$ cat src/rtl/pipeline_stage_buffer.sv
// pipeline_stage_buffer: registered pipeline stage carrying an instruction
// word plus NUM_CH packed data channels, with a valid/ready handshake on
// both sides and a running count of completed output transfers.
// Optional build macro: PIPELINE_STAGE_SKID_EN adds a second (skid) entry
// so in_ready becomes a registered signal; without it the stage holds one
// word and in_ready is derived combinationally from out_ready.
module pipeline_stage_buffer #(
    parameter int DATA_W  = 20,
    parameter int NUM_CH  = 4,
    parameter int INSTR_W = 20
) (
    input  logic                     clock,
    input  logic                     reset,
    input  logic                     flush,
    input  logic                     in_valid,
    output logic                     in_ready,
    input  logic [INSTR_W-1:0]       in_instr,
    input  logic [NUM_CH*DATA_W-1:0] in_data,
    output logic                     out_valid,
    input  logic                     out_ready,
    output logic [INSTR_W-1:0]       out_instr,
    output logic [NUM_CH*DATA_W-1:0] out_data,
    output logic [1:0]               occupancy,
    output logic [15:0]              xfer_count
);

    typedef enum logic [1:0] {
        ST_EMPTY = 2'd0,
        ST_ONE   = 2'd1,
        ST_TWO   = 2'd2
    } state_t;

    state_t                    state_q;
    logic [INSTR_W-1:0]        main_instr_q;
    logic [NUM_CH*DATA_W-1:0]  main_data_q;
    logic [15:0]               xfer_q;
    logic [15:0]               xfer_d;
    logic                      accept;
    logic                      consume;

`ifdef PIPELINE_STAGE_SKID_EN
    logic [INSTR_W-1:0]        skid_instr_q;
    logic [NUM_CH*DATA_W-1:0]  skid_data_q;
    logic                      in_ready_q;

    assign in_ready = in_ready_q;
`else
    assign in_ready = (state_q == ST_EMPTY) || out_ready;
`endif

    assign out_valid  = (state_q != ST_EMPTY);
    assign occupancy  = state_q;
    assign out_instr  = main_instr_q;
    assign out_data   = main_data_q;
    assign xfer_count = xfer_q;

    assign accept  = in_valid && in_ready;
    assign consume = out_valid && out_ready;

    // Transfer counter next value; flush does not suppress the count.
    always_comb begin
        xfer_d = xfer_q;
        if (consume) begin
            xfer_d = xfer_q + 16'd1;
        end
    end

    // Occupancy FSM with its data registers; reset beats flush beats handshake.
    always_ff @(posedge clock) begin
        if (reset) begin
            state_q      <= ST_EMPTY;
            main_instr_q <= '0;
            main_data_q  <= '0;
            xfer_q       <= '0;
`ifdef PIPELINE_STAGE_SKID_EN
            skid_instr_q <= '0;
            skid_data_q  <= '0;
            in_ready_q   <= 1'b1;
`endif
        end else begin
            xfer_q <= xfer_d;
            if (flush) begin
                state_q      <= ST_EMPTY;
                main_instr_q <= '0;
                main_data_q  <= '0;
`ifdef PIPELINE_STAGE_SKID_EN
                skid_instr_q <= '0;
                skid_data_q  <= '0;
                in_ready_q   <= 1'b1;
`endif
            end else begin
                case (state_q)
                    ST_EMPTY: begin
                        if (accept) begin
                            main_instr_q <= in_instr;
                            main_data_q  <= in_data;
                            state_q      <= ST_ONE;
                        end
                    end
                    ST_ONE: begin
                        if (accept && consume) begin
                            main_instr_q <= in_instr;
                            main_data_q  <= in_data;
`ifdef PIPELINE_STAGE_SKID_EN
                        end else if (accept) begin
                            skid_instr_q <= in_instr;
                            skid_data_q  <= in_data;
                            state_q      <= ST_TWO;
                            in_ready_q   <= 1'b0;
`endif
                        end else if (consume) begin
                            state_q <= ST_EMPTY;
                        end
                    end
`ifdef PIPELINE_STAGE_SKID_EN
                    ST_TWO: begin
                        if (consume) begin
                            main_instr_q <= skid_instr_q;
                            main_data_q  <= skid_data_q;
                            state_q      <= ST_ONE;
                            in_ready_q   <= 1'b1;
                        end
                    end
`endif
                    default: begin
                        state_q <= ST_EMPTY;
                    end
                endcase
            end
        end
    end

endmodule

$ cat config.mk
export PLATFORM = sky130hd
export DESIGN_NAME = pipeline_stage_buffer
export DESIGN_NICKNAME = d
export VERILOG_FILES = /design/src/rtl/pipeline_stage_buffer.sv
export SDC_FILE = /design/constraint.sdc
export NUM_CORES = 1
export LEC_CHECK = 0
export BUFFER_PORTS_ARGS = -buffer_cell sky130_fd_sc_hd__buf_2
export CORE_MARGIN = 2
export CORE_UTILIZATION = 29
export CTS_BUF_LIST = sky130_fd_sc_hd__clkbuf_4 sky130_fd_sc_hd__clkbuf_8 sky130_fd_sc_hd__clkbuf_16
export DETAILED_ROUTE_END_ITERATION = 7
export MAX_ROUTING_LAYER = met4
export PLACE_DENSITY = 0.56
export REMOVE_ABC_BUFFERS = 1
export SETUP_SLACK_MARGIN = 0.02
export SYNTH_ARGS = -nofsm -noshare
export SYNTH_HDL_FRONTEND = slang
export SYNTH_SLANG_ARGS = --single-unit
$ cat constraint.sdc
create_clock -name clock -period 4.7 [get_ports clock]
set_input_delay 0.705 -clock clock [delete_from_list [all_inputs] [get_ports clock]]
set_output_delay 0.705 -clock clock [all_outputs]
set_load 0.02 [all_outputs]
# Yosys cells after proc, flatten, opt, wreduce, memory -nomap -nowiden
# Index checks and enable logic that the tools add are counted.
# op_classes
add_sub_neg	1
eq_ne	5
mux	10
n_reduce_logical	10
# op_table
op	count
$mux W80	2
$pmux W80 S2	1
$mux W20	2
$pmux W20 S2	1
$add A16 B1 Y16 const B	1
$ne A2 B2 Y1 const B	4
$mux W2	3
$reduce_and A3 Y1	2
$pmux W2 S2	1
$reduce_bool A2 Y1	2
$logic_and A1 B1 Y1	3
$eq A2 B1 Y1 const B	1
$logic_not A2 Y1	1
$reduce_or A2 Y1	1
$logic_or A1 B1 Y1	1
# totals
ff_bits	118
output_inout_bits	120
wordCells	30

# Longest topological paths before layout
# depth
ltp_word	6
mapped_depth	7
depth_no_buf	5

# Worst setup path before layout
# OpenSTA, ideal clock, no wires.
# synth_path
path_kind	input to register
start	input out_ready
end	register main_data_q[78], in the netlist out_data[78]
arrival_ps	1801
required_time_ps	4630
slack_ps	2828
path_stages	7
n_path_buf	3
path_cell_list	nand2b_1 > clkbuf_1 > and2_1 > clkbuf_1 > buf_2 > nand2_1 > a21oi_1
# synth_between
elab_chain_len	5
elab_cells_between_ends	7
# synth_rtl
element	line	source
start, declared	20	input logic out_ready,
$logic_or A1 B1 Y1 (*)	48	assign in_ready = (state_q == ST_EMPTY) || out_ready;
named net in_ready	16	output logic in_ready,
$logic_and A1 B1 Y1 (*)	57	assign accept = in_valid && in_ready;
$logic_and A1 B1 Y1	101	if (accept && consume) begin
$ne A2 B2 Y1 (no line)	-	
$reduce_and A3 Y1 (no line) (*)	-	
end signal, assigned	96	main_data_q <= in_data;
end signal, assigned	103	main_data_q <= in_data;
end, declared	35	logic [NUM_CH*DATA_W-1:0] main_data_q;
# Mark *: on every way through the listed nets, which the timed path passes. The rest lies on a longest branch.
# A chain may end at the register's enable or synchronous reset.

# Worst setup path in the final report
# layout_path
start	input reset
end	register main_instr_q[14], in the netlist out_instr[14]
# layout_between
elab_chain_len	1
# layout_rtl
element	line	source
start, declared	13	input logic reset,
$reduce_or A2 Y1 (no line)	-	
end signal, assigned	95	main_instr_q <= in_instr;
end signal, assigned	102	main_instr_q <= in_instr;
end, declared	34	logic [INSTR_W-1:0] main_instr_q;
# Every way passes these cells.

==> flow_metrics.py <==
metrics = {
    "run_status": {
        "status": "complete, no violations",
    },
    "sta": {
        "hold_viol_final": 0,
        "finalCritPeriodShare_pct": 42.4,
        "grt_setup_unrepaired": "false",
        "finalSetupViolations": 0,
        "fin_ws_ps": 2710,
        "hold_ws_ps": 448,
        "fin_skew_ps": 6.07,
        "tns_ps": 0,
        "maxSlewHeadroom_pct": 28.1,
        "slew_violations": 0,
        "max_freq_mhz": 502,
        "period_minus_slack_ps": 1990,
        "worstMarginPinSlew_ps": 1080,
    },
    "grt": {
        "grt_pass1_wl_mm": 18.6,
        "grt.total_usage_pct": 16.0,
        "grt-ovfl-total": 0,
        "antenna_found_initial": 0,
        "grt_pass1_vias": 4019,
        "grt_max_degree": 101,
    },
    "worst_hold_path": {
        "min_to": "out_data[44]",
        "worstHoldPathType": "reg2reg",
        "min_from": "out_data[44]",
        "hold_depth": 2,
    },
    "logic_synthesis": {
        "syn_area_um2": 4170,
        "synthTopCellsByArea": "dfxtp_1 (56%), nand2_1 (19%), a21oi_1 (13%)",
        "yosys-top-cells-count": "nand2_1 (209), dfxtp_1 (117), a21oi_1 (106)",
        "ys_seq_elements": 117,
        "ys.warnings.count": 0,
        "synth_top_cell_area_share_pct": 56.1,
        "synth_largest_area_cell": "dfxtp_1",
        "synthArstFlopShare_pct": 0,
        "seq_area_frac_synth_pct": 56.1,
        "syn-instance-count": 525,
        "synth.avg_cell_area_um2": 7.95,
        "synth_enable_flop_cells": 0,
        "ys_dominant_reg_cell": "dfxtp_1",
        "synth_most_common_cell": "nand2_1",
        "ys_types": 30,
    },
    "cts": {
        "cts.repair.resized": 0,
        "postCtsHoldBufs": 0,
        "tritoncts": "yes",
        "clk_path_buf_depth": 2,
        "cts.sink_count": 117,
        "clockRootBuffer": "clkbuf_16",
        "cts_buffers": 17,
        "clock_latency_ps": 400,
        "h-tree-depth": 4,
        "postCtsSetupBuffers": 0,
        "clkTransAtPathRegs_ps": 50,
    },
    "power_and_ir_drop": {
        "switchingPower_uw": 563,
        "p_sw_share_pct": 23.5,
        "power.leakage_uw": 0.00277,
        "clock_power_share_pct": 48.3,
        "power_frac_comb_pct": 8.5,
        "cellPowerDensity_nw_per_um2": 406,
        "power_frac_seq_pct": 43.2,
        "p_int_uw": 1830,
        "irDropWorstVdd_uv": 201,
    },
    "critical_path": {
        "startpoint_type": "input port",
        "arrival_ps": 2260,
        "crit_start": "reset",
        "reg2reg_depth": 4,
        "r2r_slack_ps": 2800,
        "end_kind": "flop",
        "cp_max_fo": 62,
        "rr_startpoint": "occupancy[0]",
        "cp.required_ps": 4970,
        "r2r_end": "out_data[64]",
        "worstSetupPathType": "in2reg",
    },
    "route": {
        "drtPass1Iterations": 5,
        "drt-initial-drc-count": 243,
        "vias": 4190,
        "wl_per_cell_um": 13.1,
        "route.detailed.drc": 0,
        "vias_per_cell": 4.54,
        "drt-total-wl_mm": 12.1,
        "ant_nets": 0,
    },
    "die": {
        "die_area_um2": 15400,
        "dieHeight_um": 124,
        "die_x_um": 124,
        "initial_utilization_pct": 29.8,
        "io_pins": 225,
        "coreArea_um2": 14000,
        "num_rows": 43,
    },
    "placed_design": {
        "place_area_um2": 5380,
        "dpl.hpwl_mm": 8.20,
        "place_ws_ps": 2260,
        "gp_congestion": 0.767,
        "io_buffers": 223,
    },
    "layout": {
        "drive_above_1_share_pct": 35.3,
        "nets": 837,
        "diodes": 0,
        "area_delta_synth_final_pct": 41.6,
        "utilization_pct": 42.3,
        "final_area_um2": 5910,
    },
    "run": {
        "drv_cap": 0,
    },
}
## metal layers
layer | routed length (um) | track usage, % | up-vias | part of all wire [%]
li1 | - | - | 2105 | -
met1 | 5130 | 18.0 | 1913 | 42
met2 | 5750 | 25.3 | 146 | 48
met3 | 858 | 5.04 | 26 | 7.1
met4 | 330 | 8.64 | 0 | 2.7
met5 | 0 | - | - | 0
## cell type report
type	count	area (um^2)
Fill cell	1463	8080
Sequential cell	117	2340
Multi-Input combinational cell	367	1670
Timing Repair Buffer	224	1120
Clock buffer	25	510
Tap cell	180	225
Clock inverter	5	25.0
Inverter	4	15.0
## stage by stage
stage                     power (uW)  cells
after floorplan                 1160    488
after global placement          1260    892
after detailed placement        1260    892
after CTS                       2440    922
after global routing            2500    922
final                           2400    922
## cell families after synthesis
logic type      after synthesis  share of synthesized area, %
fa+ha+maj                     1                         0.300
other cells                   1                        0.0898
buf+inv                      41                          4.17
simple gates                244                          23.7
compound gates              110                          13.3
xor+xnor                     11                          2.31
flops                       117                          56.1
## power groups by stage
| stage | clock network, uW | logic [uW] | registers, uW |
|---|---|---|---|
| 2_1_floorplan | 0 | 72.5 | 1090 |
| 3_3_place_gp | 0 | 201 | 1050 |
| 3_5_place_dp | 0 | 206 | 1060 |
| 4_1_cts | 1190 | 206 | 1040 |
| 5_1_grt | 1240 | 227 | 1040 |
| 6_report | 1160 | 203 | 1040 |
## worst max-delay path by stage
stage / endpoint / slack [ps]
after detailed placement: out_instr[14] / 2260
after global placement: out_instr[14] / 2340
after CTS: out_instr[14] / 2710
after floorplan: out_data[0] / 1640
after global routing: out_data[8] / 2550
final: out_instr[14] / 2710
## sequential cells by signal (all words and copies together) (netlist names)
name	cells
occupancy	1
out_data	80
out_instr	20
xfer_count	16
## critical path, stage by stage
cell     delay, ps
buf_2          270
or2_4          630
buf_4          500
a21oi_1         80
## placed cells by master, fill, tap and decap left out, types with 4 or more instances in the layout
cell | netlist | final
nand3_1 | 4 | 4
xor2_1 | 6 | 6
clkbuf_8 | 0 | 4
xnor2_1 | 5 | 5
clkbuf_16 | 0 | 17
dfxtp_1 | 117 | 117
clkbuf_4 | 0 | 4
nand2_1 | 209 | 208
a21oi_1 | 106 | 106
nor2_1 | 12 | 12
buf_2 | 10 | 223
inv_1 | 4 | 4
clkinv_2 | 0 | 5
No activity file was read; power rests on OpenSTA's default activity.
